--- config.mk ---
export PLATFORM = sky130hd
export DESIGN_NAME = alu_issue_stage
export DESIGN_NICKNAME = d
export VERILOG_FILES = /design/src/rtl/alu_issue_stage.sv
export SDC_FILE = /design/constraint.sdc
export NUM_CORES = 1
export LEC_CHECK = 0
export ABC_AREA = 0
export CAP_MARGIN = 20
export CORE_ASPECT_RATIO = 0.6
export CORE_MARGIN = 4
export CORE_UTILIZATION = 43
export CTS_BUF_LIST = sky130_fd_sc_hd__clkbuf_16
export CTS_CLUSTER_DIAMETER = 50
export CTS_CLUSTER_SIZE = 16
export DETAILED_ROUTE_END_ITERATION = 10
export PLACE_DENSITY = 0.8
export SLEW_MARGIN = 20
export SYNTH_ARGS = -nofsm -noshare
export SYNTH_HDL_FRONTEND = slang
export SYNTH_SLANG_ARGS = --single-unit
--- constraint.sdc ---
create_clock -name clock -period 1.9 [get_ports clock]
set_input_delay 0.38 -clock clock [delete_from_list [all_inputs] [get_ports clock]]
set_output_delay 0.38 -clock clock [all_outputs]
set_load 0.1 [all_outputs]
--- src/rtl/alu_issue_stage.sv ---
`default_nettype none
// ============================================================================
// Module   : alu_issue_stage
// Purpose  : RV32I decode/issue stage in front of the clocked ALU. Decodes one
//            instruction per valid/ready handshake into an ALU opcode, two
//            operands and writeback/control sidebands, then holds the result
//            in a single output register so the ALU always sees stable inputs.
// Ports    : clock, reset_n (async, active low), flush (sync kill)
//            in_valid/in_ready, in_instr, in_pc, rs1_data, rs2_data
//            out_valid/out_ready, alu_op, alu_a, alu_b, out_rd, wb_en,
//            wb_from_cond, is_branch/is_jal/is_jalr/is_load/is_store,
//            store_data, imm, out_pc, illegal
// Revision : 1.0 - initial release
// ============================================================================
module alu_issue_stage #(
    parameter int          XLEN     = 32,            // only 32 is supported
    parameter logic [31:0] RESET_PC = 32'h0000_0000
) (
    input  logic            clock,
    input  logic            reset_n,
    input  logic            flush,
    input  logic            in_valid,
    output logic            in_ready,
    input  logic [31:0]     in_instr,
    input  logic [XLEN-1:0] in_pc,
    input  logic [XLEN-1:0] rs1_data,
    input  logic [XLEN-1:0] rs2_data,
    output logic            out_valid,
    input  logic            out_ready,
    output logic [3:0]      alu_op,
    output logic [XLEN-1:0] alu_a,
    output logic [XLEN-1:0] alu_b,
    output logic [4:0]      out_rd,
    output logic            wb_en,
    output logic            wb_from_cond,
    output logic            is_branch,
    output logic            is_jal,
    output logic            is_jalr,
    output logic            is_load,
    output logic            is_store,
    output logic [XLEN-1:0] store_data,
    output logic [XLEN-1:0] imm,
    output logic [XLEN-1:0] out_pc,
    output logic            illegal
);

    // ALU opcode encoding shared with the execute stage
    localparam logic [3:0] c_ALU_ADD = 4'd0;
    localparam logic [3:0] c_ALU_SUB = 4'd1;
    localparam logic [3:0] c_ALU_SLL = 4'd2;
    localparam logic [3:0] c_ALU_LT  = 4'd3;
    localparam logic [3:0] c_ALU_LTU = 4'd4;
    localparam logic [3:0] c_ALU_XOR = 4'd5;
    localparam logic [3:0] c_ALU_SRL = 4'd6;
    localparam logic [3:0] c_ALU_SRA = 4'd7;
    localparam logic [3:0] c_ALU_OR  = 4'd8;
    localparam logic [3:0] c_ALU_AND = 4'd9;
    localparam logic [3:0] c_ALU_EQ  = 4'd10;
    localparam logic [3:0] c_ALU_NE  = 4'd11;
    localparam logic [3:0] c_ALU_GE  = 4'd12;
    localparam logic [3:0] c_ALU_GEU = 4'd13;

    localparam logic [6:0] c_OPC_OP     = 7'b0110011;
    localparam logic [6:0] c_OPC_OPIMM  = 7'b0010011;
    localparam logic [6:0] c_OPC_LUI    = 7'b0110111;
    localparam logic [6:0] c_OPC_AUIPC  = 7'b0010111;
    localparam logic [6:0] c_OPC_JAL    = 7'b1101111;
    localparam logic [6:0] c_OPC_JALR   = 7'b1100111;
    localparam logic [6:0] c_OPC_BRANCH = 7'b1100011;
    localparam logic [6:0] c_OPC_LOAD   = 7'b0000011;
    localparam logic [6:0] c_OPC_STORE  = 7'b0100011;

    localparam logic [6:0] c_F7_ZERO = 7'b0000000;
    localparam logic [6:0] c_F7_ALT  = 7'b0100000;

    // ------------------------------------------------------------------------
    // Field extraction and immediates
    // ------------------------------------------------------------------------
    logic [6:0]      w_opcode;
    logic [2:0]      w_f3;
    logic [6:0]      w_f7;
    logic [4:0]      w_rd;
    logic [XLEN-1:0] w_imm_i, w_imm_s, w_imm_b, w_imm_u, w_imm_j, w_shamt;

    assign w_opcode = in_instr[6:0];
    assign w_f3     = in_instr[14:12];
    assign w_f7     = in_instr[31:25];
    assign w_rd     = in_instr[11:7];
    assign w_imm_i  = {{20{in_instr[31]}}, in_instr[31:20]};
    assign w_imm_s  = {{20{in_instr[31]}}, in_instr[31:25], in_instr[11:7]};
    assign w_imm_b  = {{19{in_instr[31]}}, in_instr[31], in_instr[7],
                       in_instr[30:25], in_instr[11:8], 1'b0};
    assign w_imm_u  = {in_instr[31:12], 12'b0};
    assign w_imm_j  = {{11{in_instr[31]}}, in_instr[31], in_instr[19:12],
                       in_instr[20], in_instr[30:21], 1'b0};
    assign w_shamt  = {27'b0, in_instr[24:20]};

    // ------------------------------------------------------------------------
    // Combinational decode
    // ------------------------------------------------------------------------
    logic [3:0]      w_op;
    logic [XLEN-1:0] w_a, w_b, w_imm, w_sd;
    logic [4:0]      w_rd_out;
    logic            w_wb, w_cond, w_br, w_jal, w_jalr, w_ld, w_st, w_ill;

    always_comb begin
        w_op     = c_ALU_ADD;
        w_a      = '0;
        w_b      = '0;
        w_imm    = '0;
        w_sd     = '0;
        w_rd_out = w_rd;
        w_wb     = 1'b0;
        w_cond   = 1'b0;
        w_br     = 1'b0;
        w_jal    = 1'b0;
        w_jalr   = 1'b0;
        w_ld     = 1'b0;
        w_st     = 1'b0;
        w_ill    = 1'b0;

        case (w_opcode)
            c_OPC_OP: begin
                w_a  = rs1_data;
                w_b  = rs2_data;
                w_wb = 1'b1;
                // Only SUB and SRA use the alternate funct7; all else need 0
                if (!((w_f7 == c_F7_ZERO) ||
                      (w_f7 == c_F7_ALT && (w_f3 == 3'b000 || w_f3 == 3'b101))))
                    w_ill = 1'b1;
                case (w_f3)
                    3'b000: w_op = (w_f7 == c_F7_ALT) ? c_ALU_SUB : c_ALU_ADD;
                    3'b001: begin w_op = c_ALU_SLL; w_b = rs2_data & 32'h1F; end
                    3'b010: begin w_op = c_ALU_LT;  w_cond = 1'b1; end
                    3'b011: begin w_op = c_ALU_LTU; w_cond = 1'b1; end
                    3'b100: w_op = c_ALU_XOR;
                    3'b101: begin
                        w_op = (w_f7 == c_F7_ALT) ? c_ALU_SRA : c_ALU_SRL;
                        w_b  = rs2_data & 32'h1F;
                    end
                    3'b110: w_op = c_ALU_OR;
                    default: w_op = c_ALU_AND;
                endcase
            end
            c_OPC_OPIMM: begin
                w_a   = rs1_data;
                w_b   = w_imm_i;
                w_imm = w_imm_i;
                w_wb  = 1'b1;
                case (w_f3)
                    3'b000: w_op = c_ALU_ADD;
                    3'b001: begin
                        w_op  = c_ALU_SLL;
                        w_b   = w_shamt;
                        w_ill = (w_f7 != c_F7_ZERO);
                    end
                    3'b010: begin w_op = c_ALU_LT;  w_cond = 1'b1; end
                    3'b011: begin w_op = c_ALU_LTU; w_cond = 1'b1; end
                    3'b100: w_op = c_ALU_XOR;
                    3'b101: begin
                        w_op  = (w_f7 == c_F7_ALT) ? c_ALU_SRA : c_ALU_SRL;
                        w_b   = w_shamt;
                        w_ill = (w_f7 != c_F7_ZERO) && (w_f7 != c_F7_ALT);
                    end
                    3'b110: w_op = c_ALU_OR;
                    default: w_op = c_ALU_AND;
                endcase
            end
            c_OPC_LUI: begin
                w_b   = w_imm_u;
                w_imm = w_imm_u;
                w_wb  = 1'b1;
            end
            c_OPC_AUIPC: begin
                w_a   = in_pc;
                w_b   = w_imm_u;
                w_imm = w_imm_u;
                w_wb  = 1'b1;
            end
            c_OPC_JAL: begin
                // ALU computes the link address; the target uses imm + pc
                w_a   = in_pc;
                w_b   = 32'd4;
                w_imm = w_imm_j;
                w_jal = 1'b1;
                w_wb  = 1'b1;
            end
            c_OPC_JALR: begin
                w_a    = in_pc;
                w_b    = 32'd4;
                w_imm  = w_imm_i;
                w_jalr = 1'b1;
                w_wb   = 1'b1;
                w_ill  = (w_f3 != 3'b000);
            end
            c_OPC_BRANCH: begin
                w_a      = rs1_data;
                w_b      = rs2_data;
                w_imm    = w_imm_b;
                w_br     = 1'b1;
                w_rd_out = '0;
                case (w_f3)
                    3'b000:  w_op = c_ALU_EQ;
                    3'b001:  w_op = c_ALU_NE;
                    3'b100:  w_op = c_ALU_LT;
                    3'b101:  w_op = c_ALU_GE;
                    3'b110:  w_op = c_ALU_LTU;
                    3'b111:  w_op = c_ALU_GEU;
                    default: w_ill = 1'b1;
                endcase
            end
            c_OPC_LOAD: begin
                w_a   = rs1_data;
                w_b   = w_imm_i;
                w_imm = w_imm_i;
                w_ld  = 1'b1;
                w_wb  = 1'b1;
            end
            c_OPC_STORE: begin
                w_a      = rs1_data;
                w_b      = w_imm_s;
                w_imm    = w_imm_s;
                w_sd     = rs2_data;
                w_st     = 1'b1;
                w_rd_out = '0;
            end
            default: w_ill = 1'b1;
        endcase

        // Illegal encodings travel as an inert ADD 0,0 carrying only the flag
        if (w_ill) begin
            w_op     = c_ALU_ADD;
            w_a      = '0;
            w_b      = '0;
            w_imm    = '0;
            w_sd     = '0;
            w_rd_out = '0;
            w_wb     = 1'b0;
            w_cond   = 1'b0;
            w_br     = 1'b0;
            w_jal    = 1'b0;
            w_jalr   = 1'b0;
            w_ld     = 1'b0;
            w_st     = 1'b0;
        end

        // x0 is never written
        if (w_rd_out == 5'd0)
            w_wb = 1'b0;
    end

    // ------------------------------------------------------------------------
    // Output pipeline register
    // ------------------------------------------------------------------------
    logic w_accept;

    assign in_ready = !out_valid || out_ready;
    assign w_accept = in_valid && in_ready;

    always_ff @(posedge clock or negedge reset_n) begin
        if (!reset_n) begin
            out_valid    <= 1'b0;
            alu_op       <= c_ALU_ADD;
            alu_a        <= '0;
            alu_b        <= '0;
            out_rd       <= '0;
            wb_en        <= 1'b0;
            wb_from_cond <= 1'b0;
            is_branch    <= 1'b0;
            is_jal       <= 1'b0;
            is_jalr      <= 1'b0;
            is_load      <= 1'b0;
            is_store     <= 1'b0;
            store_data   <= '0;
            imm          <= '0;
            out_pc       <= RESET_PC;
            illegal      <= 1'b0;
        end else if (flush) begin
            // Redirect kills both the held and any same-cycle instruction
            out_valid <= 1'b0;
        end else if (w_accept) begin
            out_valid    <= 1'b1;
            alu_op       <= w_op;
            alu_a        <= w_a;
            alu_b        <= w_b;
            out_rd       <= w_rd_out;
            wb_en        <= w_wb;
            wb_from_cond <= w_cond;
            is_branch    <= w_br;
            is_jal       <= w_jal;
            is_jalr      <= w_jalr;
            is_load      <= w_ld;
            is_store     <= w_st;
            store_data   <= w_sd;
            imm          <= w_imm;
            out_pc       <= in_pc;
            illegal      <= w_ill;
        end else if (out_ready) begin
            out_valid <= 1'b0;
        end
    end

endmodule
`default_nettype wire

# After elaboration in Yosys (flattened, before gate mapping)
# Index checks and enable logic that the tools add are counted.
# word_totals
out_inout_bits	179
word_cells	103
reg_bits	178
# classes
bitwise	1
mux	42
n_eq_ne	18
reduce_logical	26
# ops
op	n
two-way mux 32 bit	7
one-hot mux 32 bit (7 select lines)	1
one-hot mux 32 bit (5 select lines)	1
one-hot mux 32 bit (2 select lines)	1
one-hot mux 4 bit (7 select lines)	2
== test 7 x 6 -> 1 bit (second input constant)	4
one-hot mux 4 bit (6 select lines)	1
two-way mux 1 bit	23
== test 7 bit (second input constant)	3
== test 7 x 5 -> 1 bit (second input constant)	2
== test 3 bit (second input constant)	4
one-hot mux 4 bit (3 select lines)	1
OR reduction 2 bit	6
two-way mux 5 bit	2
OR reduction 5 bit	2
== test 7 x 2 -> 1 bit (second input constant)	1
zero test 7 bit	1
inequality test 7 x 6 -> 1 bit (second input constant)	1
nonzero test 7 bit	1
OR reduction 7 bit	1
== test 3 x 2 -> 1 bit (second input constant)	2
nonzero test 3 bit	2
OR reduction 3 bit	2
OR reduction 6 bit	1
other kinds (11)	15

# Logic depth before layout (Yosys ltp)
# depth
ltp_word	9
depth_mapped	8

# Worst setup path before layout
# Ideal clock, no wire load.
# synth_path
path_type	register to register
start	register out_valid
end	register wb_from_cond
required_time_ns	1.790
t_arrival_ns	3.022
slack_ns	-1.232
path_stages_with_launch	7
n_path_buf	2
cell_sequence	dfrtp_1 > nand2b_1 > nand3b_1 > clkbuf_1 > clkbuf_1 > nand2_1 > o41ai_1
# synth_via
elab_chain_cells	4
# synth_lines
element	line	source
from (decl)	28	output logic out_valid,
from (signal assigned)	262	out_valid <= 1'b0;
from (signal assigned)	280	out_valid <= 1'b0;
from (signal assigned)	282	out_valid <= 1'b1;
zero test 1 bit	257	assign in_ready = !out_valid || out_ready;
logical OR 1 bit	257	
named net in_ready	23	output logic in_ready,
logical AND 1 bit	258	assign w_accept = in_valid && in_ready;
AND reduction 2 bit (no source line)	-	
to (signal assigned)	288	wb_from_cond <= w_cond;
to (decl)	35	output logic wb_from_cond,
# The timed path passes the listed nets, and every way through them passes these cells.
# A chain may end at the register's enable or synchronous reset.

# Final worst setup path
# layout_path
start	input port in_instr[28]
end	register alu_a[14]
# layout_via
elab_chain_cells	6
elab_cells_between_ends	11
# layout_lines
element	line	source
from (decl)	24	input logic [31:0] in_instr,
== test 7 x 6 -> 1 bit	129	(w_f7 == c_F7_ALT && (w_f3 == 3'b000 || w_f3 == 3'b101))))
logical AND 1 bit	129	
logical OR 1 bit	128	if (!((w_f7 == c_F7_ZERO) ||
two-way mux 1 bit	128	
one-hot mux 1 bit (5 select lines) (*)	122	case (w_opcode)
two-way mux 32 bit (*)	231	if (w_ill) begin
to (signal assigned)	284	alu_a <= w_a;
to (decl)	31	output logic [XLEN-1:0] alu_a,
# Every way passes the cells marked *; elsewhere a longest branch is shown, timed or not.

==> impl_results.md <==
* Outcome: finished clean
* Dpl cells at 1264
* Leakage at 5.90 nW
* HPWL Detailed at 21500 um
* Count of pins over their slew limit at 0
* Warnings from Yosys at 0
* # IOs at 312
* First-pass GRT wire length at 45100 um
* Core box area at 17300 um2
* PortBufs at 311
* Kind of critical path: in -> reg
* Vias in the first global route at 7561
* Top sig layer: met5
* Post-Synthesis Cells at 690
* Total grt overflow at 0
* EDFF count, synth at 0
* CP required at 2250 ps
* Initial antenna violation count at 2
* Fillers at 1092
* Synth unique cells at 50
* Clk Latency, worst-skew pair at 420 ps
* Nets at 1197
* Pwr dens at 739 nW/um2
* Worst-path clk slew at 80 ps
* Commonest non-fill, non-tap cells in the layout: dfrtp_1 (177), buf_4 (172), clkdlybuf4s50_1 (119), nand2_1 (97), buf_12 (96)
* Cell area after synthesis at 7640 um2
* Pin count of the biggest net entering global routing at 53
* Finish-stage setup viols at 0
* Pwr Total at 9.80 mW
* CTS max path bufs at 2
* Final hold vios at 0
* Detailed-route wire length per cell at 23.0 um
* Chip width at 180 um
* Clock sinks at 178
* Number of synthesized register bits at 178
* Main synth FF type: dfrtp_1
* Worst Tran Pin Value at 613 ps
* Area grow syn2layout at 73.4%
* Initial DRC Count at 814
* Final WL at 30100 um
* Post-synth net total at 823
* CP Max Fanout at 21
* Initial Utilization at 44.2%
* Detail Route met2 WL at 13500 um
* H-tree depth at 4
* Via density at 5.77
* Period utilisation layout at 99.4%
* VDD IR max at 0.665 mV
* CP startpoint kind: primary input
* Post-place setup slack at -818 ps
* Setup WS post-layout at 11.0 ps
* Core Util, Final at 76.7%
* HP Class: in -> reg
* Post-synth ARST share at 100%
* TritonCTS buffer count at 17
* Syn avg cell area at 11.1 um2
* Worst Path Arrival at 2240 ps
* Number of cell rows at 37
* Crit path capture type: register
* Met3 wire length at 3820 um
* Share of layout cells above drive strength 1 at 36.2%
* Clock skew at 8.52 ps
* Vias at 7561
* Max Clk Rate at 0.529 GHz
* ANT nets after route at 0
* Number of diodes at 0
* Chip height at 111 um
* Die ar. at 20000 um2
* Max_cap viols at 0
* Fin cells at 1311
* Max_slew headroom at 59.1%
* Root Buffer: clkbuf_16
* GRT Overall Usage at 28.6%
* CTS tree: done
* Remaining DRCs at 0
* Gpl congestion at 0.934
* Met1 WL at 12400 um
* Drt pass-1 iters at 5
* Most common cell after layout, fill and taps aside: dfrtp_1
* Seq/Total Area, Yosys at 58.3%
* Crit path time final at 1890 ps
synthesized netlist by cell type, types with 3 or more instances:
master      n  share of area, %
nand3b_1    4              0.39
clkbuf_1   33               1.6
a221oi_1   20               2.3
nand2_1    97               4.8
buf_6       3              0.44
buf_4       9              0.88
o21a_1      3              0.29
a32o_1     15               2.0
o21ai_0    18               1.2
a22oi_1    44               4.3
a32oi_1     3              0.34
a22o_1     39               4.5
a21o_1      5              0.49
o21ai_1    81               5.3
mux2_2     32               4.7
a21oi_1    27               1.8
nand2b_1    5              0.41
nor2_1      8              0.39
nor3_1      4              0.26
inv_1       7              0.34
dfrtp_1   178                58
a31oi_1     3              0.25
buf_2      12              0.79
nand3_1     5              0.33
path summary, 6_finish.rpt:
check | from | endpoint | slack [ps] | depth (start not counted)
setup / recovery | in_instr[28] | alu_a[14] | 10 | 9
hold / removal | in_instr[26] | imm[6] | 420 | 3
setup reg to reg | out_valid | alu_a[14] | 60 | 7
hold reg to reg | imm[23] | imm[23] | 480 | 2
max in group asynchronous | reset_n | alu_a[7] | 780 | 3
min in group asynchronous | reset_n | store_data[29] | 470 | 2
routing by layer:
layer	vias to the layer above	track usage (%)
met4	4	5.79
met3	41	10.6
met1	3711	40.6
met2	473	42.5
li1	3332	-
met5	-	0
critical path, stage by stage:
cell and delay [ps]:
dlygate4sd2_1 270, nor4_2 310, buf_4 200, a21oi_1 70
o21a_1 200, nand4b_1 240, buf_6 180, clkbuf_16 190
o21ai_2 180
kinds of logic after synthesis:
logic type	Yosys count	share of synthesized area, %
DFF	178	58.3
muxes	32	4.72
AOI/OAI and AO/OA	270	24.1
and+or+nand+nor	144	8.71
buffers and inverters	66	4.18
metrics by stage:
| stage | hold WS (ps) | setup TNS [ps] | cell area (um2) |
|---|---|---|---|
| after detailed placement | 372 | -97760 | 12200 |
| after CTS | 487 | -208 | 12900 |
| after global routing | 430 | -42.7 | 13200 |
| after global placement | 372 | -88210 | 12200 |
| final | 422 | 0 | 13200 |
| after floorplan | 84.4 | -11920 | 7660 |
layout make-up:
class / count / area (um2) / area share (%)
repair buffers: 414 / 4800 / 36.2
flip-flops and latches: 178 / 4460 / 33.6
multi-input cells: 446 / 3070 / 23.2
clock buffers: 17 / 425 / 3.21
well taps: 234 / 293 / 2.21
clock inverters: 15 / 175 / 1.32
inverters: 7 / 26.3 / 0.198
registers in the layout, indices dropped and copies added (netlist names):
| name | cells |
|---|---|
| illegal | 1 |
| wb_en | 1 |
| imm | 32 |
| is_branch | 1 |
| store_data | 32 |
| is_jalr | 1 |
| out_rd | 5 |
| is_jal | 1 |
| alu_b | 32 |
| is_store | 1 |
| is_load | 1 |
| alu_op | 4 |
| alu_a | 32 |
| wb_from_cond | 1 |
| out_pc | 32 |
| out_valid | 1 |
repair_timing:
action / 4_1_cts / 5_1_grt
setup buffers: 2 / 5
hold buffers: 1 / 0
pin swaps: 8 / 4
gates resized for setup: 38 / 42
endpoints found under the hold margin: 47 / 0
cloned: 1 / 6
setup endpoints to repair: 110 / 110
power by group:
part	switching, mW	internal [mW]	total, mW	leakage (nW)
combinational	1.53	0.724	2.25	3.20
sequential	0.0769	3.92	4.00	2.41
clock	1.68	1.87	3.55	0.285
total	3.28	6.52	9.80	5.90
Note: power is estimated with default switching activity, not from simulation.
